$ cat config.mk
export PLATFORM = sky130hd
export DESIGN_NAME = control_cmd_rect_ex
export DESIGN_NICKNAME = d
export VERILOG_FILES = /design/src/rtl/control_cmd_rect_ex.sv
export SDC_FILE = /design/constraint.sdc
export NUM_CORES = 1
export LEC_CHECK = 0
export CAP_MARGIN = 10
export CORE_UTILIZATION = 60
export CTS_CLUSTER_DIAMETER = 120
export CTS_CLUSTER_SIZE = 10
export DETAILED_ROUTE_END_ITERATION = 8
export HOLD_SLACK_MARGIN = 0.12
export PLACE_DENSITY = 0.78
export RECOVER_POWER = 50
export SLEW_MARGIN = 25
export SYNTH_ARGS = -nofsm -noshare
export SYNTH_HDL_FRONTEND = slang
export SYNTH_SLANG_ARGS = --single-unit
$ cat constraint.sdc
create_clock -name clk -period 4.16 [get_ports clk]
set_input_delay 0.832 -clock clk [delete_from_list [all_inputs] [get_ports clk]]
set_output_delay 0.832 -clock clk [all_outputs]
set_load 0.02 [all_outputs]
$ cat src/rtl/control_cmd_rect_ex.sv
`timescale 1ns/1ps
// -----------------------------------------------------------------------------
// control_cmd_rect_ex
//
// Rectangle command engine. Captures a streamed header (mode, x, y, width,
// height, color), clips the rectangle to the panel, then emits one
// frame-buffer byte write per clock. Supports fill and outline modes,
// multi-byte big-endian coordinates and empty-rectangle short-circuit.
//
// Ports:
//   clk              single clock
//   reset            asynchronous, active-low reset
//   enable           header byte valid (accepted when ready_for_data=1)
//   data_in          header byte stream
//   row / column     registered write address
//   pixel            registered byte lane within the pixel
//   data_out         registered write data
//   ram_write_enable one byte written per asserted cycle
//   ram_access_start pulse on the first write cycle of a command
//   ready_for_data   header byte acceptance (all capture states)
//   done             one-cycle completion pulse
// -----------------------------------------------------------------------------

package calc;
    function automatic int num_row_address_bits(input int rows);
        return (rows > 1) ? $clog2(rows) : 1;
    endfunction

    function automatic int num_column_address_bits(input int cols);
        return (cols > 1) ? $clog2(cols) : 1;
    endfunction

    function automatic int num_pixelcolorselect_bits(input int bytes_per_pixel);
        return (bytes_per_pixel > 1) ? $clog2(bytes_per_pixel) : 1;
    endfunction
endpackage

module control_cmd_rect_ex #(
    parameter int BYTES_PER_PIXEL = 2,
    parameter int PIXEL_WIDTH     = 64,
    parameter int PIXEL_HEIGHT    = 32,
    parameter int COORD_BYTES     = 1
) (
    input  logic                                                  clk,
    input  logic                                                  reset,
    input  logic                                                  enable,
    input  logic [7:0]                                            data_in,
    output logic [calc::num_row_address_bits(PIXEL_HEIGHT)-1:0]   row,
    output logic [calc::num_column_address_bits(PIXEL_WIDTH)-1:0] column,
    output logic [calc::num_pixelcolorselect_bits(BYTES_PER_PIXEL)-1:0] pixel,
    output logic [7:0]                                            data_out,
    output logic                                                  ram_write_enable,
    output logic                                                  ram_access_start,
    output logic                                                  ready_for_data,
    output logic                                                  done
);

    localparam int RB = calc::num_row_address_bits(PIXEL_HEIGHT);
    localparam int CB = calc::num_column_address_bits(PIXEL_WIDTH);
    localparam int PB = calc::num_pixelcolorselect_bits(BYTES_PER_PIXEL);
    localparam int CW = COORD_BYTES * 8;
    localparam int KW = BYTES_PER_PIXEL * 8;

    // Panel bounds at the widened clip width so x+w never overflows.
    localparam logic [CW:0]   PW_L      = (CW+1)'(PIXEL_WIDTH);
    localparam logic [CW:0]   PH_L      = (CW+1)'(PIXEL_HEIGHT);
    localparam logic [PB-1:0] LANE_TOP  = PB'(BYTES_PER_PIXEL - 1);

    typedef enum logic [3:0] {
        IDLE, CAP_MODE, CAP_X, CAP_Y, CAP_W, CAP_H, CAP_COLOR, CLIP, WRITE, DONE
    } state_t;

    state_t          r_state, w_next_state;

    // Header capture
    logic [2:0]      r_byte_cnt;
    logic [2:0]      w_field_len;
    logic            w_accept, w_last_byte, w_capturing;
    logic            r_outline;
    logic [CW-1:0]   r_x, r_y, r_w, r_h;
    logic [KW-1:0]   r_color;

    // Clip results (combinational from the captured header)
    logic [CW:0]     w_x_end, w_y_end, w_x_lim, w_y_lim;
    logic            w_right_ok, w_bottom_ok, w_empty;
    logic [CB-1:0]   w_x2;
    logic [RB-1:0]   w_y2;

    // Clipped geometry held for the write walk
    logic [CB-1:0]   r_x_left, r_x2;
    logic [RB-1:0]   r_y_top, r_y2;
    logic            r_right_ok, r_bottom_ok;

    // Write walk
    logic [RB-1:0]   r_row, w_next_row;
    logic [CB-1:0]   r_col, w_next_col;
    logic [PB-1:0]   r_lane, w_next_lane;
    logic [7:0]      r_data;
    logic            w_full_row, w_has_right, w_row_end, w_pixel_end, w_last_write;

    // Registered strobes
    logic            r_we, r_start, r_ready, r_done;

    // Lane 0 carries the most significant color byte.
    function automatic logic [7:0] lane_byte(input logic [KW-1:0] color,
                                             input logic [PB-1:0] lane);
        logic [KW-1:0] shifted;
        shifted = color >> (8 * (BYTES_PER_PIXEL - 1 - int'(lane)));
        return shifted[7:0];
    endfunction

    assign w_capturing = (r_state inside {CAP_MODE, CAP_X, CAP_Y, CAP_W, CAP_H, CAP_COLOR});
    assign w_accept    = enable && r_ready;

    always_comb begin
        // NOTE: every combinational output gets a default first so no path
        // through the case leaves it unassigned (which would infer a latch).
        w_field_len = 3'(COORD_BYTES);
        if (r_state == CAP_MODE)
            w_field_len = 3'd1;
        else if (r_state == CAP_COLOR)
            w_field_len = 3'(BYTES_PER_PIXEL);
    end

    assign w_last_byte = (r_byte_cnt == (w_field_len - 3'd1));

    // Clipping arithmetic at CW+1 bits.
    assign w_x_end     = {1'b0, r_x} + {1'b0, r_w};
    assign w_y_end     = {1'b0, r_y} + {1'b0, r_h};
    assign w_right_ok  = (w_x_end <= PW_L);
    assign w_bottom_ok = (w_y_end <= PH_L);
    assign w_x_lim     = w_right_ok  ? w_x_end : PW_L;
    assign w_y_lim     = w_bottom_ok ? w_y_end : PH_L;
    assign w_x2        = CB'(w_x_lim - 1'b1);
    assign w_y2        = RB'(w_y_lim - 1'b1);
    assign w_empty     = (r_w == '0) || (r_h == '0) ||
                         ({1'b0, r_x} >= PW_L) || ({1'b0, r_y} >= PH_L);

    // Write walk. Full rows visit every column; outline interior rows visit
    // only the left column and, if the right edge survived, jump straight
    // to the right column.
    assign w_full_row   = !r_outline || (r_row == r_y_top) || (r_bottom_ok && (r_row == r_y2));
    assign w_has_right  = r_right_ok && (r_x2 != r_x_left);
    assign w_row_end    = w_full_row ? (r_col == r_x2) : !((r_col == r_x_left) && w_has_right);
    assign w_pixel_end  = (r_lane == '0);
    assign w_last_write = w_pixel_end && w_row_end && (r_row == r_y2);

    always_comb begin
        w_next_row  = r_row;
        w_next_col  = r_col;
        w_next_lane = r_lane;
        if (!w_pixel_end) begin
            w_next_lane = r_lane - 1'b1;
        end else begin
            w_next_lane = LANE_TOP;
            if (!w_row_end) begin
                w_next_col = w_full_row ? (r_col + 1'b1) : r_x2;
            end else begin
                w_next_row = r_row + 1'b1;
                w_next_col = r_x_left;
            end
        end
    end

    always_comb begin
        w_next_state = r_state;
        case (r_state)
            IDLE:      w_next_state = CAP_MODE;
            CAP_MODE:  if (w_accept && w_last_byte) w_next_state = CAP_X;
            CAP_X:     if (w_accept && w_last_byte) w_next_state = CAP_Y;
            CAP_Y:     if (w_accept && w_last_byte) w_next_state = CAP_W;
            CAP_W:     if (w_accept && w_last_byte) w_next_state = CAP_H;
            CAP_H:     if (w_accept && w_last_byte) w_next_state = CAP_COLOR;
            CAP_COLOR: if (w_accept && w_last_byte) w_next_state = CLIP;
            CLIP:      w_next_state = w_empty ? DONE : WRITE;
            WRITE:     if (w_last_write) w_next_state = DONE;
            DONE:      w_next_state = CAP_MODE;
            default:   w_next_state = IDLE;
        endcase
    end

    // NOTE: all state in this block uses non-blocking assignments so every
    // register samples the pre-edge values of the others.
    always_ff @(posedge clk or negedge reset) begin
        if (!reset) begin
            r_state     <= IDLE;
            r_byte_cnt  <= '0;
            r_outline   <= 1'b0;
            r_x         <= '0;
            r_y         <= '0;
            r_w         <= '0;
            r_h         <= '0;
            r_color     <= '0;
            r_x_left    <= '0;
            r_x2        <= '0;
            r_y_top     <= '0;
            r_y2        <= '0;
            r_right_ok  <= 1'b0;
            r_bottom_ok <= 1'b0;
            r_row       <= '0;
            r_col       <= '0;
            r_lane      <= '0;
            r_data      <= '0;
            r_we        <= 1'b0;
            r_start     <= 1'b0;
            r_ready     <= 1'b0;
            r_done      <= 1'b0;
        end else begin
            r_state <= w_next_state;

            // Header fields shift in MSB first; exactly field-length bytes
            // are shifted, so earlier contents fall off the top.
            if (w_capturing && w_accept) begin
                r_byte_cnt <= w_last_byte ? 3'd0 : (r_byte_cnt + 3'd1);
                case (r_state)
                    CAP_MODE:  r_outline <= data_in[0];
                    CAP_X:     r_x       <= CW'({r_x, data_in});
                    CAP_Y:     r_y       <= CW'({r_y, data_in});
                    CAP_W:     r_w       <= CW'({r_w, data_in});
                    CAP_H:     r_h       <= CW'({r_h, data_in});
                    CAP_COLOR: r_color   <= KW'({r_color, data_in});
                    default:   ;
                endcase
            end

            if (r_state == CLIP) begin
                r_x_left    <= CB'(r_x);
                r_y_top     <= RB'(r_y);
                r_x2        <= w_x2;
                r_y2        <= w_y2;
                r_right_ok  <= w_right_ok;
                r_bottom_ok <= w_bottom_ok;
                r_row       <= RB'(r_y);
                r_col       <= CB'(r_x);
                r_lane      <= LANE_TOP;
                r_data      <= lane_byte(r_color, LANE_TOP);
            end else if ((r_state == WRITE) && !w_last_write) begin
                r_row  <= w_next_row;
                r_col  <= w_next_col;
                r_lane <= w_next_lane;
                r_data <= lane_byte(r_color, w_next_lane);
            end

            // Strobes are registered from the next state so they line up
            // with the state they describe.
            r_we    <= (w_next_state == WRITE);
            r_start <= (r_state == CLIP) && (w_next_state == WRITE);
            r_done  <= (w_next_state == DONE);
            r_ready <= (w_next_state inside {CAP_MODE, CAP_X, CAP_Y, CAP_W, CAP_H, CAP_COLOR});
        end
    end

    assign row              = r_row;
    assign column           = r_col;
    assign pixel            = r_lane;
    assign data_out         = r_data;
    assign ram_write_enable = r_we;
    assign ram_access_start = r_start;
    assign ready_for_data   = r_ready;
    assign done             = r_done;

endmodule

==> metrics.cfg, run 1 <==
[sta]
hold_violations=0
clock_skew_ns=0.01247
fin_crit_sh_pct=79.91
setup-tns-final_ns=0
finalSetupViolations=0
rsz0062_at_grt=false
worst_slew_pin_slew_ns=1.768
slew_viol_final=72
min_period_ns=3.324
max_freq_ghz=0.3008
fin_hold_ws_ns=0.5129
timing.slew.headroom_pct=-17.88

[setup_path]
rr_endpoint=r_x2[4]
startpoint_type=register
crit_arrival_ns=3.61
cp.required_ns=4.45
rrSetupSlack_ns=0.84
end_kind=register
path_class=register to register
r2r_start=r_x[0]
worstRegToRegCells=14
crit_fanout=9

[global_routing]
grt_pass1_wl_mm=21.61
grt_usage_pct=27.45
grt_max_degree=72
gr-usage-met3_pct=4.508
grt.busiest_layer=met2
antenna_found_initial=0
grt_pass1_vias=4293
use_met1_pct=37.53
grt_use_met2_pct=45.79
grt.overflow.total=0

[drt]
dr.pass1.iters=6
vias=4361
routedWlPerCell_um=17.67
vias_per_cell=6.023
ant_nets=0
wirelength_mm=12.80
drt_iter0_drc=210
drt_drc_violations_left=0

[synthesis]
yosysTopAreaCell=dfrtp_1
ys_types=70
synth_top_area_share_pct=44.29
async_flop_share_pct=100.0
yosysWarnings=0
synth_edf_count=0
ys_seq_area_share_pct=44.29
synth_area_leaders=dfrtp_1 44%, mux2_2 9.0%, ha_1 4.5%
synthCells=567
syn_area_mm2=0.005876
synth_nets=601
avgSynthCellArea_um2=10.36
synth_seq_cells=104
synth_ff_type=dfrtp_1

[clock_network]
clockRootBuffer=clkbuf_8
clockBufferDepth=2
post-cts-setup-buffers=0
htreeDepth=3
clk_pin_slew_ns=0.11
clk-insertion-delay-late_ns=0.36
cts_tree=built
cts.sinks=104
cts_buffers=9
postCtsHoldBufs=0
ctsResizeCount=0

[floorplan]
io_pins=35
num_rows=35
design.die.area_mm2=0.01019
dieWidth_um=101.0
core_mm2=0.009371
start_util_pct=62.70
die_h_um=101.0

[worst_hold_path]
hp-start=r_y_top[4]
worstHoldPathCells=2
whs_endpoint=r_y_top[4]
hold_class=register to register

[place]
gp_congestion=0.9329
hpwlAfterDp_mm=9.499
portBuffers=34

[power]
ir_worst_vdd_v=0.0003635
pwr_density_cell_mw_per_mm2=792.6
leakagePower_nw=2.819

[run_status]
run_status=finished, violations left
violations=max-capacitance violations, max-slew violations

[flow_run]
drv_cap=1

[layout]
antenna_cells=0
drive_gt1_share_pct=14.62
n_fill_cell=782
syn_to_final_growth_pct=9.881
nNetsFinal=624

==> cell usage after synthesis, drive strengths merged (3+ instances only) <==
cell	instances
dfrtp	104
nand2	60
mux2	47
nor2	36
o21ai	36
a21oi	26
xnor2	26
ha	21
xor2	21
inv	20
clkbuf	17
a211oi	15
nor4	12
nand2b	11
buf	9
o22a	8
nand3	7
nor3	7
a2111oi	6
mux2i	6
or2	5
or3	5
a21o	4
a31oi	4
and3	4
o2bb2ai	4
a221o	3
nand3b	3
nand4	3
o211ai	3
o31ai	3
==> metrics by stage <==
stage          cell area [um^2]  total power [mW]  std cells  util, %  worst slack (ns)
2_1_floorplan              5876             3.800        567        -             1.194
3_3_place_gp               6287             4.394        708    67.09             1.055
3_5_place_dp               6287             4.538        708    67.09            0.9149
4_1_cts                    6466             5.125        724    69.00            0.8742
5_1_grt                    6456             5.512        724    68.89            0.5436
6_report                   6456             5.117        724    68.89            0.8359
==> routing by layer <==
| layer | wire [um] | share of wire, % |
|---|---|---|
| met3 | 422 | 3.3 |
| met4 | 171 | 1.3 |
| met1 | 5901 | 46 |
| met2 | 6300 | 49 |
| met5 | 0 | 0 |
==> area by class of cell <==
cell class	instances	area (um^2)	share of cell area [%]
Multi-Input combinational cell	416	3077	47.66
Clock inverter	7	55.05	0.8527
Timing Repair Buffer	38	357.8	5.543
Sequential cell	104	2603	40.31
Clock buffer	9	123.9	1.919
Tap cell	129	161.4	2.500
Inverter	21	78.83	1.221
==> where the power goes <==
group | leakage [nW] | switching (mW) | internal (mW)
Clock | 0.0862 | 0.359 | 0.223
Sequential | 1.32 | 0.450 | 1.41
Combinational | 1.41 | 1.45 | 1.23
==> worst max-delay path: stages (launching register included) <==
cell,delay [ns]
dfrtp_1,0.41
ha_1,0.21
inv_1,0.06
fa_1,0.40
nand2b_1,0.18
a21oi_1,0.21
xor2_1,0.20
nor4b_4,0.31
o221a_1,0.44
nand2_1,0.11
ha_1,0.26
nand2_1,0.09
mux2i_1,0.07
a21o_1,0.20
o21ai_1,0.10
==> logic make-up (layout without fill, tap and decap cells) <==
logic type               after synthesis  after routing  synth area share (%)
AND/OR/NAND/NOR                      163            163                 14.76
AO/OA/AOI/OAI                        130            130                 15.31
flip-flops                           104            104                 44.29
multiplexers                          53             53                 10.09
XOR/XNOR                              47             47                 7.006
buffers and inverters                 47             75                 3.386
adder cells (fa/ha/maj)               23             23                 5.153
==> flip-flops by register name, indices dropped and copies added (netlist names), 3 cells and up <==
| signal | count |
|---|---|
| r_w | 8 |
| r_state | 4 |
| r_y_top | 5 |
| r_byte_cnt | 3 |
| r_x2 | 6 |
| column | 6 |
| row | 5 |
| r_x_left | 6 |
| r_h | 8 |
| r_y | 8 |
| data_out | 8 |
| r_color | 16 |
| r_x | 8 |
| r_y2 | 5 |
==> how the worst max path moves through the flow <==
stage	from	endpoint	cells past startpoint
floorplan	r_y[0]	r_y2[2]	13
global placement	r_y[0]	r_y2[2]	13
detailed placement	r_y[0]	r_y2[2]	13
CTS	r_x[0]	r_x2[4]	14
global route	r_x[0]	r_x2[4]	14
finish	r_x[0]	r_x2[4]	14
==> cells in the final DEF, fill, tap and decap left out, types with 9 or more instances in the layout <==
cell type	count
a211oi_1	14
a21oi_1	25
clkbuf_8	9
clkdlybuf4s50_1	32
dfrtp_1	104
ha_1	21
inv_1	20
mux2_2	47
nand2_1	60
nand2b_1	10
nor2_1	35
o21ai_0	30
xnor2_1	26
xor2_1	21
Power figures use the tool's default switching activity.
==> inputs of run 2 (changes only) <==
CORE_UTILIZATION = 54   (was 60)
PLACE_DENSITY = 0.74   (was 0.78)
clock period = 2.95 ns   (was 4.16 ns; I/O delays follow)
==> run 2 against run 1 <==
Net effect:
- the flow now finishes without violations
- hold slack worse by 0.039 ns
- sequential share of layout area shrank 1.8 points
- setup slack got worse by 0.78 ns
- die area rose by 11%
- clock power is 64% higher
- sequential power increased by 42%
- global-route usage fell by 2.3 points
- critical path depth fell by 2
- core utilization down 4.0 points
- largest power group unchanged
==> metrics.cfg, run 2 (synthesized netlist as in run 1, its figures left out) <==
[place]
place_ws_ns=-0.04672
portBuffers=34
gp_congestion=0.9204
hpwlAfterDp_mm=9.730
placed_area_mm2=0.006426

[power]
total_power_mw=7.838
p_sw_mw=3.399
clock_power_share_pct=12.1
p_int_mw=4.439
pwr_density_cell_mw_per_mm2=1159
leakagePower_nw=2.963
ir_worst_vdd_v=0.0004456
p_seq_share_pct=33.4
pwr-share-comb_pct=54.4
sw_frac_of_total_pct=43.37

[sta]
slew_viol_final=0
finalSetupViolations=0
worst_slew_pin_slew_ns=1.332
rsz0062_at_grt=true
min_period_ns=2.894
hold_violations=0
clock_skew_ns=0.01361
postLayoutSetupSlackWorst_ns=0.05608
fin_crit_sh_pct=98.10
timing.slew.headroom_pct=11.17
setup-tns-final_ns=0
max_freq_ghz=0.3456
fin_hold_ws_ns=0.4740

[layout]
largest_reg_flops=16
top_register=r_color
layout_commonest_cell=dfrtp_1
antenna_cells=0
final_cell_mix=104 x dfrtp_1, 60 x nand2_1, 47 x mux2_2
drive_gt1_share_pct=19.74
syn_to_final_growth_pct=15.08
final_cell_area_mm2=0.006761
nNetsFinal=647

[floorplan]
core_mm2=0.01042
num_rows=37
design.die.area_mm2=0.01130
start_util_pct=56.41
io_pins=35
dieWidth_um=106.3
die_h_um=106.3

[global_routing]
grt_usage_pct=25.18
antenna_found_initial=0
grt_pass1_wl_mm=22.18
grt_pass1_vias=4448
grt.overflow.total=0
grt_max_degree=55

[drt]
vias_per_cell=5.968
wirelength_mm=13.49
routedWlPerCell_um=17.88
ant_nets=0
vias=4500
dr.pass1.iters=5
drt_drc_violations_left=0
drt_iter0_drc=318

[setup_path]
critPathMaxStageDelay_ns=0.43
crit_arrival_ns=3.20
end_kind=register
crit_fanout=5
worst_path_most_repeated_cell=nand2_1
startpoint_type=register
cp.required_ns=3.26
crit_slowest_cell=dfrtp_1
critical_path_buf_inv_count=0
crit_chain=ha_1 -> a2111oi_2 -> or3_1 -> a22o_1 -> nor4b_4 -> o221a_1 -> nand2_1 -> ha_2 -> nand2_1 -> mux2i_1 -> a21o_1 -> o21ai_1
cp_top_family=compound AO/OA/AOI/OAI gates
path_class=register to register

[worst_hold_path]
hold_class=primary input to asynchronous set/reset pin

[clock_network]
cts.sinks=104
clockBufferDepth=2
cts_buffers=9
clk-insertion-delay-late_ns=0.38
clk_pin_slew_ns=0.10
clockRootBuffer=clkbuf_8
htreeDepth=3
cts_tree=built

[flow_run]
drv_cap=0

[run_status]
run_status=finished, final reports clean

-- run 2: worst register-to-register path, cell delays in order, from the launching register on --
cell,delay [ns]
dfrtp_1,0.43
ha_1,0.35
a2111oi_2,0.42
or3_1,0.21
a22o_1,0.17
nor4b_4,0.24
o221a_1,0.29
nand2_1,0.08
ha_2,0.22
nand2_1,0.06
mux2i_1,0.06
a21o_1,0.18
o21ai_1,0.12
-- run 2: per-layer routing --
metal | track usage [%] | up-vias | share of wire, %
met3 | 3.556 | 22 | 3.8
li1 | - | 2122 | -
met4 | 10.62 | 0 | 2.1
met5 | 0 | - | 0
met2 | 41.70 | 97 | 50
met1 | 33.10 | 2259 | 44
-- run 2: layout make-up --
type                    count  area, um^2
clock buffers               9       123.9
clock inverters             7       88.84
fillers                   816        3655
multi-input cells         416        3164
repair buffers             61       533.0
inverters                  21       78.83
flip-flops and latches    104        2603
well taps                 136       170.2
-- run 2: metrics by stage --
| step | util [%] | std cells |
|---|---|---|
| after global placement | 61.69 | 729 |
| after floorplan | - | 567 |
| after global routing | 64.91 | 754 |
| after detailed placement | 61.69 | 729 |
| after CTS | 64.13 | 748 |
| final | 64.91 | 754 |
-- run 2: path summary, 6_finish.rpt --
| kind | from | endpoint | slack, ns | cells past startpoint |
|---|---|---|---|---|
| worst max-delay path | r_x[1] | r_x2[4] | 0.06 | 12 |
| worst min-delay path | reset | r_y_top[2] | 0.47 | 1 |
| worst max register to register | r_x[1] | r_x2[4] | 0.06 | 12 |
| worst min register to register | r_right_ok | r_right_ok | 0.51 | 2 |
| max in group asynchronous | reset | r_h[5] | 0.55 | 2 |
| min in group clk | r_right_ok | r_right_ok | 0.51 | 2 |
-- run 2: timing repair --
action                                  in CTS  in global routing
hold buffers                                 0                  0
gates resized for setup                      5                 17
endpoints found under the setup margin       3                  5
hold endpoints to repair                     0                  0
buffers inserted                             3                  6
pin swaps                                    1                 10
-- run 2: power groups by stage --
stage	clock network, mW	registers (mW)	logic [mW]
detailed placement	0	2.64	3.90
global route	1.02	2.70	4.65
floorplan	0	2.56	2.80
CTS	0.965	2.60	4.00
finish	0.952	2.62	4.26
global placement	0	2.60	3.77
